File: config.mk
export PLATFORM = sky130hd
export DESIGN_NAME = ama_riscv_store_shift_mask_flat
export DESIGN_NICKNAME = d
export VERILOG_FILES = /design/src/rtl/ama_riscv_store_shift_mask_pkg.sv /design/src/rtl/ama_riscv_store_shift_mask_if.sv /design/src/rtl/ama_riscv_store_lane_gen.sv /design/src/rtl/ama_riscv_store_shift_mask.sv /design/src/flat_wrapper.sv
export SDC_FILE = /design/constraint.sdc
export NUM_CORES = 1
export LEC_CHECK = 0
export CAP_MARGIN = 15
export CORE_UTILIZATION = 42
export DETAILED_ROUTE_END_ITERATION = 10
export PLACE_DENSITY = 0.87
export SLEW_MARGIN = 10
export SYNTH_ARGS = -nofsm -noshare
export SYNTH_HDL_FRONTEND = slang
export SYNTH_SLANG_ARGS = --single-unit
File: constraint.sdc
create_clock -name clk -period 2.3 [get_ports clk]
set_input_delay 0.345 -clock clk [delete_from_list [all_inputs] [get_ports clk]]
set_output_delay 0.345 -clock clk [all_outputs]
set_load 0.02 [all_outputs]
File: src/rtl/ama_riscv_store_shift_mask_pkg.sv
// Shared store/load-path definitions: access width encodings, byte-offset
// constants, the store FSM state enum and small alignment/mask helpers.
package ama_riscv_store_shift_mask_pkg;

  localparam int OFFSET_W = 2;
  localparam logic [OFFSET_W-1:0] OFFSET_0 = 2'd0;
  localparam logic [OFFSET_W-1:0] OFFSET_3 = 2'd3;

  typedef enum logic [1:0] {
    BYTE = 2'd0,
    HALF = 2'd1,
    WORD = 2'd2,
    RSVD = 2'd3
  } store_width_t;

  typedef enum logic [1:0] {
    IDLE  = 2'd0,
    BEAT0 = 2'd1,
    BEAT1 = 2'd2
  } store_state_t;

  // A half crossing into the next word, or any word not on a word boundary.
  function automatic logic is_unaligned(input store_width_t width,
                                        input logic [OFFSET_W-1:0] offset);
    logic res;
    case (width)
      HALF:    res = (offset == OFFSET_3);
      WORD:    res = (offset != OFFSET_0);
      default: res = 1'b0;
    endcase
    return res;
  endfunction

  function automatic logic [3:0] base_mask(input store_width_t width);
    logic [3:0] res;
    case (width)
      BYTE:    res = 4'b0001;
      HALF:    res = 4'b0011;
      WORD:    res = 4'b1111;
      default: res = 4'b0000;
    endcase
    return res;
  endfunction

endpackage

File: src/rtl/ama_riscv_store_shift_mask_if.sv
// Data-memory write request bus between the store unit (master) and memory (slave).
interface ama_riscv_store_shift_mask_if;
  logic        dmem_valid;
  logic        dmem_ready;
  logic [29:0] dmem_addr;
  logic [31:0] dmem_wdata;
  logic [3:0]  dmem_we;

  modport master (output dmem_valid, output dmem_addr, output dmem_wdata,
                  output dmem_we, input dmem_ready);
  modport slave  (input dmem_valid, input dmem_addr, input dmem_wdata,
                  input dmem_we, output dmem_ready);
endinterface

File: src/rtl/ama_riscv_store_lane_gen.sv
// Combinational lane placement: right-aligned store data and its byte mask are
// shifted into a two-word window (low half = beat 0, high half = beat 1).
module ama_riscv_store_lane_gen
  import ama_riscv_store_shift_mask_pkg::*;
(
  input  logic [OFFSET_W-1:0] offset,
  input  logic [1:0]          width,
  input  logic [31:0]         data,
  output logic [63:0]         lane_data,
  output logic [7:0]          lane_mask
);

  logic [3:0]  base_s;
  logic [31:0] data_masked_s;

  // Bytes above the access width are cleared so unwritten lanes carry zero.
  always_comb begin
    base_s        = base_mask(store_width_t'(width));
    data_masked_s = data & {{8{base_s[3]}}, {8{base_s[2]}},
                            {8{base_s[1]}}, {8{base_s[0]}}};
    lane_data     = {32'd0, data_masked_s} << {offset, 3'd0};
    lane_mask     = {4'd0, base_s} << offset;
  end

endmodule

File: src/rtl/ama_riscv_store_shift_mask.sv
// Store shift/mask unit: turns a core store into lane-aligned dmem write beats.
// Define AMA_RISCV_STORE_SPLIT_EN to split unaligned stores into two beats;
// otherwise they are dropped and flagged with a one-cycle unaligned pulse.
module ama_riscv_store_shift_mask
  import ama_riscv_store_shift_mask_pkg::*;
(
  input  logic                         clk,
  input  logic                         rst,
  input  logic                         en,
  input  logic [31:0]                  addr,
  input  logic [1:0]                   width,
  input  logic [31:0]                  data_in,
  ama_riscv_store_shift_mask_if.master dmem,
  output logic                         busy,
  output logic                         unaligned
);

  store_state_t state_r;
  store_state_t state_nxt_s;
  logic         accept_s;
  logic         unaligned_s;
  logic         issue_s;
  logic         split_s;
  logic         unaligned_pulse_s;
  logic         hs_s;
  logic [63:0]  lane_data_s;
  logic [7:0]   lane_mask_s;
  logic [31:0]  hi_wdata_r;
  logic [3:0]   hi_we_r;
  logic         split_r;

  ama_riscv_store_lane_gen u_lane_gen (
    .offset    (addr[1:0]),
    .width     (width),
    .data      (data_in),
    .lane_data (lane_data_s),
    .lane_mask (lane_mask_s)
  );

  // Acceptance decode and next-state logic.
  always_comb begin
    accept_s    = en && (state_r == IDLE);
    unaligned_s = is_unaligned(store_width_t'(width), addr[1:0]);
    hs_s        = dmem.dmem_valid && dmem.dmem_ready;
`ifdef AMA_RISCV_STORE_SPLIT_EN
    issue_s           = accept_s && (store_width_t'(width) != RSVD);
    split_s           = unaligned_s;
    unaligned_pulse_s = 1'b0;
`else
    issue_s           = accept_s && (store_width_t'(width) != RSVD) && !unaligned_s;
    split_s           = 1'b0;
    unaligned_pulse_s = accept_s && unaligned_s;
`endif
    state_nxt_s = state_r;
    case (state_r)
      IDLE: begin
        if (issue_s) state_nxt_s = BEAT0;
        else         state_nxt_s = IDLE;
      end
      BEAT0: begin
        if (hs_s) state_nxt_s = split_r ? BEAT1 : IDLE;
        else      state_nxt_s = BEAT0;
      end
      BEAT1: begin
        if (hs_s) state_nxt_s = IDLE;
        else      state_nxt_s = BEAT1;
      end
      default: state_nxt_s = IDLE;
    endcase
  end

  // State register.
  always_ff @(posedge clk) begin
    if (rst) state_r <= IDLE;
    else     state_r <= state_nxt_s;
  end

  // Registered bus outputs; beat-1 lanes are captured at acceptance.
  always_ff @(posedge clk) begin
    if (rst) begin
      dmem.dmem_valid <= 1'b0;
      dmem.dmem_addr  <= 30'd0;
      dmem.dmem_wdata <= 32'd0;
      dmem.dmem_we    <= 4'd0;
      hi_wdata_r      <= 32'd0;
      hi_we_r         <= 4'd0;
      split_r         <= 1'b0;
      busy            <= 1'b0;
      unaligned       <= 1'b0;
    end else begin
      busy      <= (state_nxt_s != IDLE);
      unaligned <= unaligned_pulse_s;
      case (state_r)
        IDLE: begin
          if (issue_s) begin
            dmem.dmem_valid <= 1'b1;
            dmem.dmem_addr  <= addr[31:2];
            dmem.dmem_wdata <= lane_data_s[31:0];
            dmem.dmem_we    <= lane_mask_s[3:0];
            hi_wdata_r      <= lane_data_s[63:32];
            hi_we_r         <= lane_mask_s[7:4];
            split_r         <= split_s;
          end
        end
        BEAT0: begin
          if (hs_s) begin
            if (split_r) begin
              // 30-bit add wraps the top word address to zero.
              dmem.dmem_addr  <= dmem.dmem_addr + 30'd1;
              dmem.dmem_wdata <= hi_wdata_r;
              dmem.dmem_we    <= hi_we_r;
            end else begin
              dmem.dmem_valid <= 1'b0;
            end
          end
        end
        BEAT1: begin
          if (hs_s) dmem.dmem_valid <= 1'b0;
        end
        default: dmem.dmem_valid <= 1'b0;
      endcase
    end
  end

endmodule

File: src/flat_wrapper.sv
// flat-port wrapper written by rule: the top's interface ports become plain ports
module ama_riscv_store_shift_mask_flat import ama_riscv_store_shift_mask_pkg::*;
  (clk, rst, en, addr, width, data_in, busy, unaligned, dmem_dmem_valid, dmem_dmem_addr, dmem_dmem_wdata, dmem_dmem_we, dmem_dmem_ready);
  ama_riscv_store_shift_mask_if dmem_i ();
  input  logic clk;
  input  logic rst;
  input  logic en;
  input  logic [31:0] addr;
  input  logic [1:0] width;
  input  logic [31:0] data_in;
  output logic busy;
  output logic unaligned;
  output wire logic [$bits(dmem_i.dmem_valid)-1:0] dmem_dmem_valid;
  output wire logic [$bits(dmem_i.dmem_addr)-1:0] dmem_dmem_addr;
  output wire logic [$bits(dmem_i.dmem_wdata)-1:0] dmem_dmem_wdata;
  output wire logic [$bits(dmem_i.dmem_we)-1:0] dmem_dmem_we;
  input wire logic [$bits(dmem_i.dmem_ready)-1:0] dmem_dmem_ready;
  assign dmem_dmem_valid = dmem_i.dmem_valid;
  assign dmem_dmem_addr = dmem_i.dmem_addr;
  assign dmem_dmem_wdata = dmem_i.dmem_wdata;
  assign dmem_dmem_we = dmem_i.dmem_we;
  assign dmem_i.dmem_ready = dmem_dmem_ready;
  ama_riscv_store_shift_mask u_core (.clk(clk), .rst(rst), .en(en), .addr(addr), .width(width), .data_in(data_in), .dmem(dmem_i), .busy(busy), .unaligned(unaligned));
endmodule
==> results of run 1 <==
[power by group through the flow]
stage / Clock [mW] / Combinational [mW] / Sequential (mW)
after global placement: 0 / 0.759 / 1.37
final: 1.12 / 0.786 / 1.35
after floorplan: 0 / 0.292 / 1.46
after detailed placement: 0 / 0.775 / 1.38
after CTS: 1.14 / 0.780 / 1.35
after global routing: 1.20 / 0.840 / 1.36
[worst register-to-register path, stage by stage (launching register included)]
cell     delay [ns]
dfxtp_1        0.36
or3b_1         0.44
or2_1          0.30
buf_4          0.29
o21ai_0        0.25
a21oi_1        0.10
[cells by family after synthesis]
kind of cell               after synthesis  synth area share, %
muxes                                    9                 2.80
DFF                                     71                 44.1
adders and majority gates                4                 1.55
AOI/OAI and AO/OA                      176                 31.4
buffers and inverters                   47                 5.94
and+or+nand+nor                         84                 14.2
[path summary, 6_finish.rpt]
check	start	end	slack, ns	depth (start not counted)
worst min register to register	u_core.dmem.dmem_addr[6]	u_core.dmem.dmem_addr[6]	0.48	2
worst max register to register	u_core.state_r[1]	u_core.dmem.dmem_addr[13]	0.43	5
worst min-delay path	rst	u_core.dmem.dmem_addr[6]	0.43	2
worst max-delay path	width[0]	u_core.dmem.dmem_wdata[23]	0.28	7
[sequential cells by signal, indices dropped and copies added, names as in the netlist]
signal	flops
u_core.dmem.dmem_we	4
u_core.unaligned	1
u_core.state_r	2
u_core.busy	1
u_core.dmem.dmem_valid	1
u_core.dmem.dmem_wdata	32
u_core.dmem.dmem_addr	30
[layout make-up]
type | instances | area, sq um | area share, %
timing repair buffer | 166 | 1640 | 32.4
tap | 99 | 124 | 2.45
sequential | 71 | 1420 | 28.1
clock buffer | 9 | 124 | 2.45
inverter | 4 | 15.0 | 0.297
multi-input combinational | 273 | 1630 | 32.2
clock inverter | 7 | 105 | 2.08
[cell usage after synthesis, drive strengths merged (2+ instances only)]
cell    number  share of area (%)
a21oi       80                 12
dfxtp       71                 44
o21ai       52                8.1
nand3       32                5.0
clkbuf      31                3.7
a211oi      17                4.0
nand4       16                3.1
a22o        14                3.8
nor2        13                1.7
buf         12                1.8
mux2i        9                2.8
nor2b        9                1.7
a22oi        7                1.6
ha           4                1.6
nand2        3               0.35
a221oi       2               0.54
clkinv       2               0.23
inv          2               0.23
nand2b       2               0.39
nand3b       2               0.47
nor3         2               0.31
[routing by layer]
metal	vias to the layer above	wire length, microns	part of all wire (%)	global-route usage [%]
met2	182	5230	50	41.3
met1	1689	4380	42	35.1
met3	25	680	6.5	3.93
met5	-	0	0	0
met4	0	225	2.1	10.7
li1	1718	-	-	-
[stage by stage]
stage | utilization (%) | power (mW) | cells | cell area [sq um]
4_1_cts | 69.0 | 3.27 | 629 | 5050
6_report | 69.0 | 3.26 | 629 | 5050
2_1_floorplan | - | 1.75 | 391 | 3220
5_1_grt | 69.0 | 3.39 | 629 | 5050
3_5_place_dp | 65.8 | 2.15 | 613 | 4830
3_3_place_gp | 65.8 | 2.13 | 613 | 4830
[cells in the final DEF (no fill, tap or decap), types with 4 or more instances in the layout]
| cell type | count |
|---|---|
| clkdlybuf4s50_1 | 137 |
| a21oi_1 | 79 |
| dfxtp_1 | 71 |
| o21ai_0 | 51 |
| nand3_1 | 32 |
| buf_4 | 24 |
| a211oi_1 | 17 |
| nand4_1 | 16 |
| a22o_1 | 14 |
| nor2_1 | 11 |
| nor2b_1 | 9 |
| mux2i_1 | 9 |
| clkbuf_8 | 9 |
| a22oi_1 | 7 |
| ha_1 | 4 |
| buf_12 | 4 |
==> summary.txt, run 1 <==
Status
  • Status: complete, no violations

Power
  • Logic pwr share: 24.1%
  • Sw Share: 29.0%
  • Pint: 2.31 mW
  • NetSw: 0.946 mW
  • Pwr per Cell Area: 645 nW/um^2
  • Clock power frac: 34.5%
  • Seq pwr share: 41.4%
  • Peak supply drop: 362 uV
  • LEAKAGE: 1.80 nW

Clocking
  • Root buf cell: clkbuf_8
  • Clock sinks: 71
  • H-tree levels: 3
  • # hold bufs at CTS: 0
  • CTS tree: yes
  • Post-CTS Setup Inserts: 0
  • Inserted Clock Buffers: 9
  • Clock tree buffer depth: 2
  • Post-cts resize count: 0
  • Clk_lat worst skew: 0.35 ns
  • CTS clk-pin slew, worst paths: 0.08 ns

Drt
  • Routed WL: 10.5 mm
  • Routed Antenna Nets: 0
  • Initial DRT Pass Iterations: 6
  • Remaining DRCs: 0
  • Avg WL per Cell: 16.7 microns
  • Initial DRC count: 330
  • Vias: 3614
  • Vias per cell: 5.75

Timing
  • Final setup vio count: 0
  • Post-Route Setup TNS: 0 ns
  • Clk_skew: 0.00828 ns
  • RSZ-0062 raised after global routing: false
  • Final hold slack: 0.431 ns
  • Slew Limit Headroom: 57.8%
  • Worst-Margin Slew: 0.632 ns
  • Final Hold Violating Endpoints: 0
  • Final Critical Period: 2.02 ns
  • Final period utilization: 88.0%
  • Setup ws final: 0.276 ns
  • Fmax: 494 MHz
  • Pins Over Slew Limit: 0

Critical path
  • Worst-path fanout max: 17
  • WP data required: 2.55 ns
  • Arrival @ worst endpoint: 2.28 ns
  • CP bufs+invs: 3
  • CP Class: in2reg
  • Critical path cell sequence: clkdlybuf4s50_1 > inv_1 > ha_1 > a21o_2 > buf_4 > a21oi_1 > a211oi_1
  • CP Launch Type: input pin
  • Slowest library cell on the worst path: clkdlybuf4s50_1
  • Worst path max stage delay: 0.51 ns
  • Critical Path End Type: flip-flop
  • Worst path top cell family by delay: buffers and inverters

Logic synthesis
  • Yosys cell types: 35
  • Post-Syn Area: 3220 sq um
  • Post-synthesis register bit count: 71
  • Net count after synthesis: 465
  • Post-synthesis sequential area ratio: 44.1%
  • Synthesis Warnings: 0
  • Async set-reset flop share out of synthesis: 0%
  • Cells after synthesis: 391
  • EDFF count, synth: 0
  • Synthesized area per cell: 8.24 sq um
  • Primary FF master, synth: dfxtp_1

Die
  • Ports: 139
  • Core Rows: 31
  • Die Wd: 89.6 microns
  • Initial Utilization: 43.9%
  • Die height: 89.6 microns
  • Core area: 7330 sq um
  • DIE AREA: 8030 sq um

Finish
  • P&R area growth vs syn: 56.9%
  • Filler cells: 559
  • Diodes inserted: 0
  • # nets final: 599
  • Share of layout cells above drive strength 1: 9.25%

Worst hold path
  • Tightest Hold Check Type: in2reg

Global route
  • Global-route usage over all layers: 25.9%
  • Largest net degree at the start of global routing: 52
  • Initial antenna violation count: 0
  • Remaining Overflow, GRT: 0
  • First-pass GRT wire length: 15.9 mm
  • Number of global-route vias before repair: 3333

Placement
  • DP HPWL: 7.49 mm
  • Count of input and output buffers: 138
  • Routability Congestion: 0.888
  • Dpl ws: -0.0797 ns

Job
  • Max Cap Violations: 0
(Power assumes the default switching activity.)
==> run 2, diff against run 1 <==
Settings changed: CORE_UTILIZATION 42 to 30, PLACE_DENSITY 0.87 to 0.67.
==> run 2 against run 1 <==
Effect of this change:
- sequential power hardly changed
- critical path depth is 1 higher
- final cell count is 5.6% higher
- clock power is 12% higher
- design area is 1.6% higher
- routed wire length is 3.2% higher
- clock skew is 0.0013 ns lower
- clock-buffer cell count is 2 higher
- highest routed layer unchanged
==> summary.txt, run 2 (same netlist as run 1, synthesis figures left out) <==
Status
  • Status: complete, no violations

Die
  • DIE AREA: 11200 sq um (+39%)
  • Core area: 10400 sq um (+41%)
  • Ports: 139 (unchanged)
  • Die height: 106 microns (+18%)
  • Die Wd: 106 microns (+18%)
  • Core Rows: 37 (+19%)
  • Initial Utilization: 31.1% (-13 points)

Drt
  • Avg WL per Cell: 16.3 microns (-2.2%)
  • Initial DRC count: 196 (-41%)
  • Vias: 3544 (-1.9%)
  • Initial DRT Pass Iterations: 5 (-1)
  • Remaining DRCs: 0 (unchanged)
  • Routed WL: 10.9 mm (+3.2%)
  • Vias per cell: 5.34 (-7.1%)
  • Routed Antenna Nets: 0 (unchanged)

Finish
  • Share of layout cells above drive strength 1: 8.90% (-0.34 points)
  • Filler cells: 1007 (+80%)
  • Regs by FF count: u_core.dmem.dmem_wdata: 32 flops, u_core.dmem.dmem_addr: 30 flops, u_core.dmem.dmem_we: 4 flops
  • Register name with the most flops: u_core.dmem.dmem_wdata
  • Largest register FFs: 32 (unchanged)
  • Area of the multi-input gates: 1630 sq um (unchanged)
  • Final core occ: 49.5% (-19 points)
  • Commonest non-fill, non-tap cells in the layout: 137 x clkdlybuf4s50_1, 79 x a21oi_1, 71 x dfxtp_1
  • Diodes inserted: 0 (unchanged)
  • Register area: 1420 sq um (unchanged)
  • P&R area growth vs syn: 59.5%
  • # nets final: 597 (-0.33%)
  • Most common cell after layout, fill and taps aside: clkdlybuf4s50_1

Timing
  • Post-Route Setup TNS: 0 ns (unchanged)
  • Clk_skew: 0.00699 ns (-0.00130 ns)
  • Worst-Margin Slew: 0.605 ns (-0.0269 ns)
  • Final period utilization: 86.8% (-1.2 points)
  • RSZ-0062 raised after global routing: false
  • Final Critical Period: 2.00 ns (-0.0266 ns)
  • Fmax: 501 MHz (+1.3%)
  • Pins Over Slew Limit: 0 (unchanged)
  • Final Hold Violating Endpoints: 0 (unchanged)
  • Final hold slack: 0.426 ns (-0.00443 ns)
  • Final setup vio count: 0 (unchanged)
  • Slew Limit Headroom: 59.6% (+1.8 points)

Clocking
  • Clock tree buffer depth: 2 (unchanged)
  • CTS tree: yes
  • Post-CTS Setup Inserts: 0 (unchanged)
  • CTS clk-pin slew, worst paths: 0.08 ns (about the same)
  • Root buf cell: clkbuf_8
  • Clk_lat worst skew: 0.34 ns (about the same)
  • Inserted Clock Buffers: 9 (unchanged)
  • H-tree levels: 3 (unchanged)
  • # hold bufs at CTS: 0 (unchanged)
  • Clock sinks: 71 (unchanged)
  • Post-cts resize count: 0 (unchanged)

Global route
  • Initial antenna violation count: 0 (unchanged)
  • First-pass GRT wire length: 17.1 mm (+7.3%)
  • Global-route usage over all layers: 19.6% (-6.3 points)
  • Number of global-route vias before repair: 3383 (+1.5%)
  • Remaining Overflow, GRT: 0 (unchanged)
  • Largest net degree at the start of global routing: 51 (-1.9%)

Power
  • Peak supply drop: 343 uV (-5.3%)
  • LEAKAGE: 1.82 nW (+1.0%)
  • Total Power: 3.38 mW (+3.8%)
  • Pwr per Cell Area: 658 nW/um^2 (+2.1%)

Placement
  • Routability Congestion: 0.871 (-1.8%)
  • Count of input and output buffers: 138 (unchanged)
  • DP HPWL: 7.94 mm (+6.0%)

Worst hold path
  • Tightest Hold Check Type: in2reg

Critical path
  • Arrival @ worst endpoint: 2.25 ns (-0.03 ns)
  • Critical Path End Type: flip-flop
  • CP Launch Type: input pin
  • CP Class: in2reg
  • Worst-path fanout max: 8 (-9)
  • WP data required: 2.55 ns (about the same)

Job
  • Max Cap Violations: 0 (unchanged)
run 2: report_power, final:
| part | internal, mW | total [mW] | switching, mW |
|---|---|---|---|
| Combinational | 0.385 | 0.789 | 0.404 |
| Clock | 0.780 | 1.25 | 0.466 |
| Sequential | 1.31 | 1.35 | 0.0416 |
| Total | 2.47 | 3.38 | 0.912 |
run 2: cell type report:
cell class              count  area share (%)
inverters                   4           0.292
repair buffers            164            32.1
well taps                 136            3.31
clock buffers              11            2.95
clock inverters             5            2.02
flip-flops and latches     71            27.7
multi-input cells         273            31.7
run 2: path summary, 6_finish.rpt:
check / from / cells after the start / end / slack (ns)
worst max-delay path: width[0] / 8 / u_core.dmem.dmem_wdata[18] / 0.30
worst min-delay path: rst / 2 / u_core.dmem.dmem_addr[12] / 0.43
worst max register to register: u_core.state_r[1] / 4 / u_core.dmem.dmem_wdata[15] / 0.47
worst min register to register: u_core.dmem.dmem_addr[21] / 2 / u_core.dmem.dmem_addr[21] / 0.48
run 2: layer usage:
metal | vias up | global-route usage, % | wire length, microns
met2 | 156 | 31.0 | 5130
met3 | 10 | 3.53 | 726
met1 | 1667 | 26.0 | 4800
li1 | 1711 | - | -
met4 | 0 | 8.63 | 190
met5 | - | 0 | 0
run 2: critical path, stage by stage:
cell and delay [ns]:
clkdlybuf4s50_1 0.42, inv_1 0.08, buf_4 0.11, ha_1 0.19, nor2b_1 0.52, a22o_1 0.24
a22oi_1 0.09, a211oi_1 0.26
run 2: through the flow:
| step | setup WS (ns) | cells | area (sq um) |
|---|---|---|---|
| 6_report | 0.303 | 664 | 5140 |
| 5_1_grt | 0.165 | 664 | 5140 |
| 3_3_place_gp | -0.0107 | 648 | 4880 |
| 3_5_place_dp | -0.0580 | 648 | 4880 |
| 4_1_cts | 0.320 | 664 | 5140 |
| 2_1_floorplan | 0.459 | 391 | 3220 |
==> run 3, diff against run 2 <==
Settings changed: CAP_MARGIN 15 to 0, GPL_TIMING_DRIVEN set to 0.
==> run 3 against run 2 <==
Effect of this change:
- die area stayed put
- final cell count rose by 2.0%
- sequential power about the same
- register-to-register slack got worse by 0.27 ns
- maximum frequency fell by 7.1%
- non-clock buffer count up 13
- first-iteration DRC count grew 37%
- total power decreased by 7.3%
- clock power fell by 18%
- critical path type unchanged
==> summary.txt, run 3 (same netlist as run 1, synthesis figures left out) <==
Die
  • Initial Utilization: 31.1% (unchanged)
  • DIE AREA: 11200 sq um (unchanged)
  • Ports: 139 (unchanged)
  • Core area: 10400 sq um (unchanged)
  • Core Rows: 37 (unchanged)
  • Die height: 106 microns (unchanged)
  • Die Wd: 106 microns (unchanged)

Global route
  • GR Util met2: 33.0% (+2.0 points)
  • Remaining Overflow, GRT: 0 (unchanged)
  • Largest net degree at the start of global routing: 14 (-73%)
  • Busiest layer in global routing: met2
  • Global-route usage over all layers: 20.9% (+1.3 points)
  • First-pass GRT wire length: 18.3 mm (+7.1%)
  • M3 GR Usage: 3.77% (+0.25 points)
  • Met1 global-route usage: 28.4% (+2.4 points)
  • Number of global-route vias before repair: 3473 (+2.7%)
  • Initial antenna violation count: 0 (unchanged)

Drt
  • Vias: 3627 (+2.3%)
  • Routed WL: 11.6 mm (+6.9%)
  • Routed Antenna Nets: 0 (unchanged)
  • Initial DRT Pass Iterations: 5 (unchanged)
  • Remaining DRCs: 0 (unchanged)
  • Avg WL per Cell: 17.1 microns (+4.8%)
  • Vias per cell: 5.36 (+0.38%)
  • Initial DRC count: 269 (+37%)

Finish
  • Most common cell after layout, fill and taps aside: clkdlybuf4s50_1
  • Share of layout cells above drive strength 1: 7.02% (-1.9 points)
  • Commonest non-fill, non-tap cells in the layout: 135 x clkdlybuf4s50_1, 79 x a21oi_1, 71 x dfxtp_1
  • P&R area growth vs syn: 54.4%
  • Diodes inserted: 0 (unchanged)
  • Regs by FF count: u_core.dmem.dmem_wdata: 32 flops, u_core.dmem.dmem_addr: 30 flops, u_core.dmem.dmem_we: 4 flops
  • # nets final: 610 (+2.2%)
  • Largest register FFs: 32 (unchanged)
  • Final core occ: 48.0% (-1.6 points)
  • Register name with the most flops: u_core.dmem.dmem_wdata

Timing
  • Fmax: 465 MHz (-7.1%)
  • RSZ-0062 raised after global routing: false
  • Clk_skew: 0.00916 ns (+0.00218 ns)
  • Final Critical Period: 2.15 ns (+0.153 ns)
  • Final setup vio count: 0 (unchanged)
  • Worst-Margin Slew: 0.613 ns (+0.00818 ns)
  • Slew Limit Headroom: 58.9% (-0.68 points)
  • Final period utilization: 93.5% (+6.7 points)
  • Final Hold Violating Endpoints: 0 (unchanged)
  • Pins Over Slew Limit: 0 (unchanged)
  • Post-Route Setup TNS: 0 ns (unchanged)

Critical path
  • Critical Path End Type: flip-flop
  • CP Class: in2reg
  • CP Launch Type: input pin
  • Arrival @ worst endpoint: 2.36 ns (+0.11 ns)
  • WP data required: 2.51 ns (-0.04 ns)
  • Worst-path fanout max: 10 (+2)

Power
  • Total Power: 3.14 mW (-7.3%)
  • Logic pwr share: 24.4% (+1.1 points)
  • Sw Share: 30.1% (+3.2 points)
  • LEAKAGE: 1.71 nW (-5.6%)
  • Clock power frac: 32.6% (-4.2 points)
  • Peak supply drop: 320 uV (-6.6%)
  • Pint: 2.19 mW (-11%)
  • Seq pwr share: 43.0% (+3.2 points)
  • NetSw: 0.945 mW (+3.6%)
  • Pwr per Cell Area: 630 nW/um^2 (-4.2%)

Clocking
  • Post-CTS Setup Inserts: 0 (unchanged)
  • CTS tree: yes
  • Clk_lat worst skew: 0.34 ns (about the same)
  • Clock tree buffer depth: 2 (unchanged)
  • Inserted Clock Buffers: 9 (unchanged)
  • Clock sinks: 71 (unchanged)
  • CTS clk-pin slew, worst paths: 0.08 ns (about the same)
  • Root buf cell: clkbuf_8
  • H-tree levels: 3 (unchanged)

Status
  • Status: complete, no violations

Job
  • Max Cap Violations: 0 (unchanged)

Placement
  • Routability Congestion: 0.844 (-3.1%)
  • DP HPWL: 8.78 mm (+11%)
  • Count of input and output buffers: 135 (-2.2%)

Worst hold path
  • Tightest Hold Check Type: reg2reg
==> run 3: final timing paths <==
kind / to / slack [ns] / from / cells past startpoint
max: u_core.dmem.dmem_wdata[23] / 0.15 / en / 8
min: u_core.dmem.dmem_addr[0] / 0.48 / u_core.dmem.dmem_addr[0] / 2
max reg2reg: u_core.dmem.dmem_wdata[23] / 0.20 / u_core.state_r[1] / 7
min reg2reg: u_core.dmem.dmem_addr[0] / 0.48 / u_core.dmem.dmem_addr[0] / 2
==> run 3: timing repair <==
| item | 4_1_cts | 5_1_grt |
|---|---|---|
| pin swaps | 0 | 0 |
| hold buffers | 0 | 0 |
| gates resized for setup | 5 | 11 |
| endpoints found under the setup margin | 44 | 41 |
| cloned | 0 | 0 |
==> run 3: final cells by class <==
type / count / area (sq um)
multi-input combinational: 273 / 1630
clock buffer: 10 / 138
tap: 136 / 170
clock inverter: 6 / 67.6
fill: 1057 / 5400
inverter: 4 / 15.0
sequential: 71 / 1420
timing repair buffer: 135 / 1350
buffer: 42 / 181
==> run 3: through the flow <==
stage | cell area, sq um | hold slack [ns] | setup WS [ns] | cells
floorplan | 3220 | 0.493 | 0.459 | 391
global placement | 4740 | 0.458 | -0.610 | 662
detailed placement | 4740 | 0.467 | -0.676 | 662
CTS | 4970 | 0.478 | 0.0567 | 678
global route | 4970 | 0.502 | 0.00696 | 677
finish | 4970 | 0.476 | 0.150 | 677
==> run 3: critical path, cell delays in order <==
cell,delay [ns]
clkdlybuf4s50_1,0.46
or3b_1,0.43
or2_0,0.22
buf_2,0.16
buf_2,0.19
nor2_4,0.23
buf_4,0.22
a211oi_1,0.09
==> run 3: per-layer routing <==
| metal | wire (microns) | vias up | part of all wire [%] |
|---|---|---|---|
| li1 | - | 1736 | - |
| met1 | 5290 | 1728 | 46 |
| met2 | 5360 | 149 | 46 |
| met3 | 759 | 14 | 6.5 |
| met4 | 191 | 0 | 1.6 |
| met5 | 0 | - | 0 |
==> run 3: power groups by stage <==
stage	clock, mW	sequential (mW)	combinational (mW)
detailed placement	0	1.38	0.754
CTS	1.05	1.35	0.761
finish	1.02	1.35	0.764
global route	1.11	1.36	0.823
global placement	0	1.37	0.745
floorplan	0	1.46	0.292
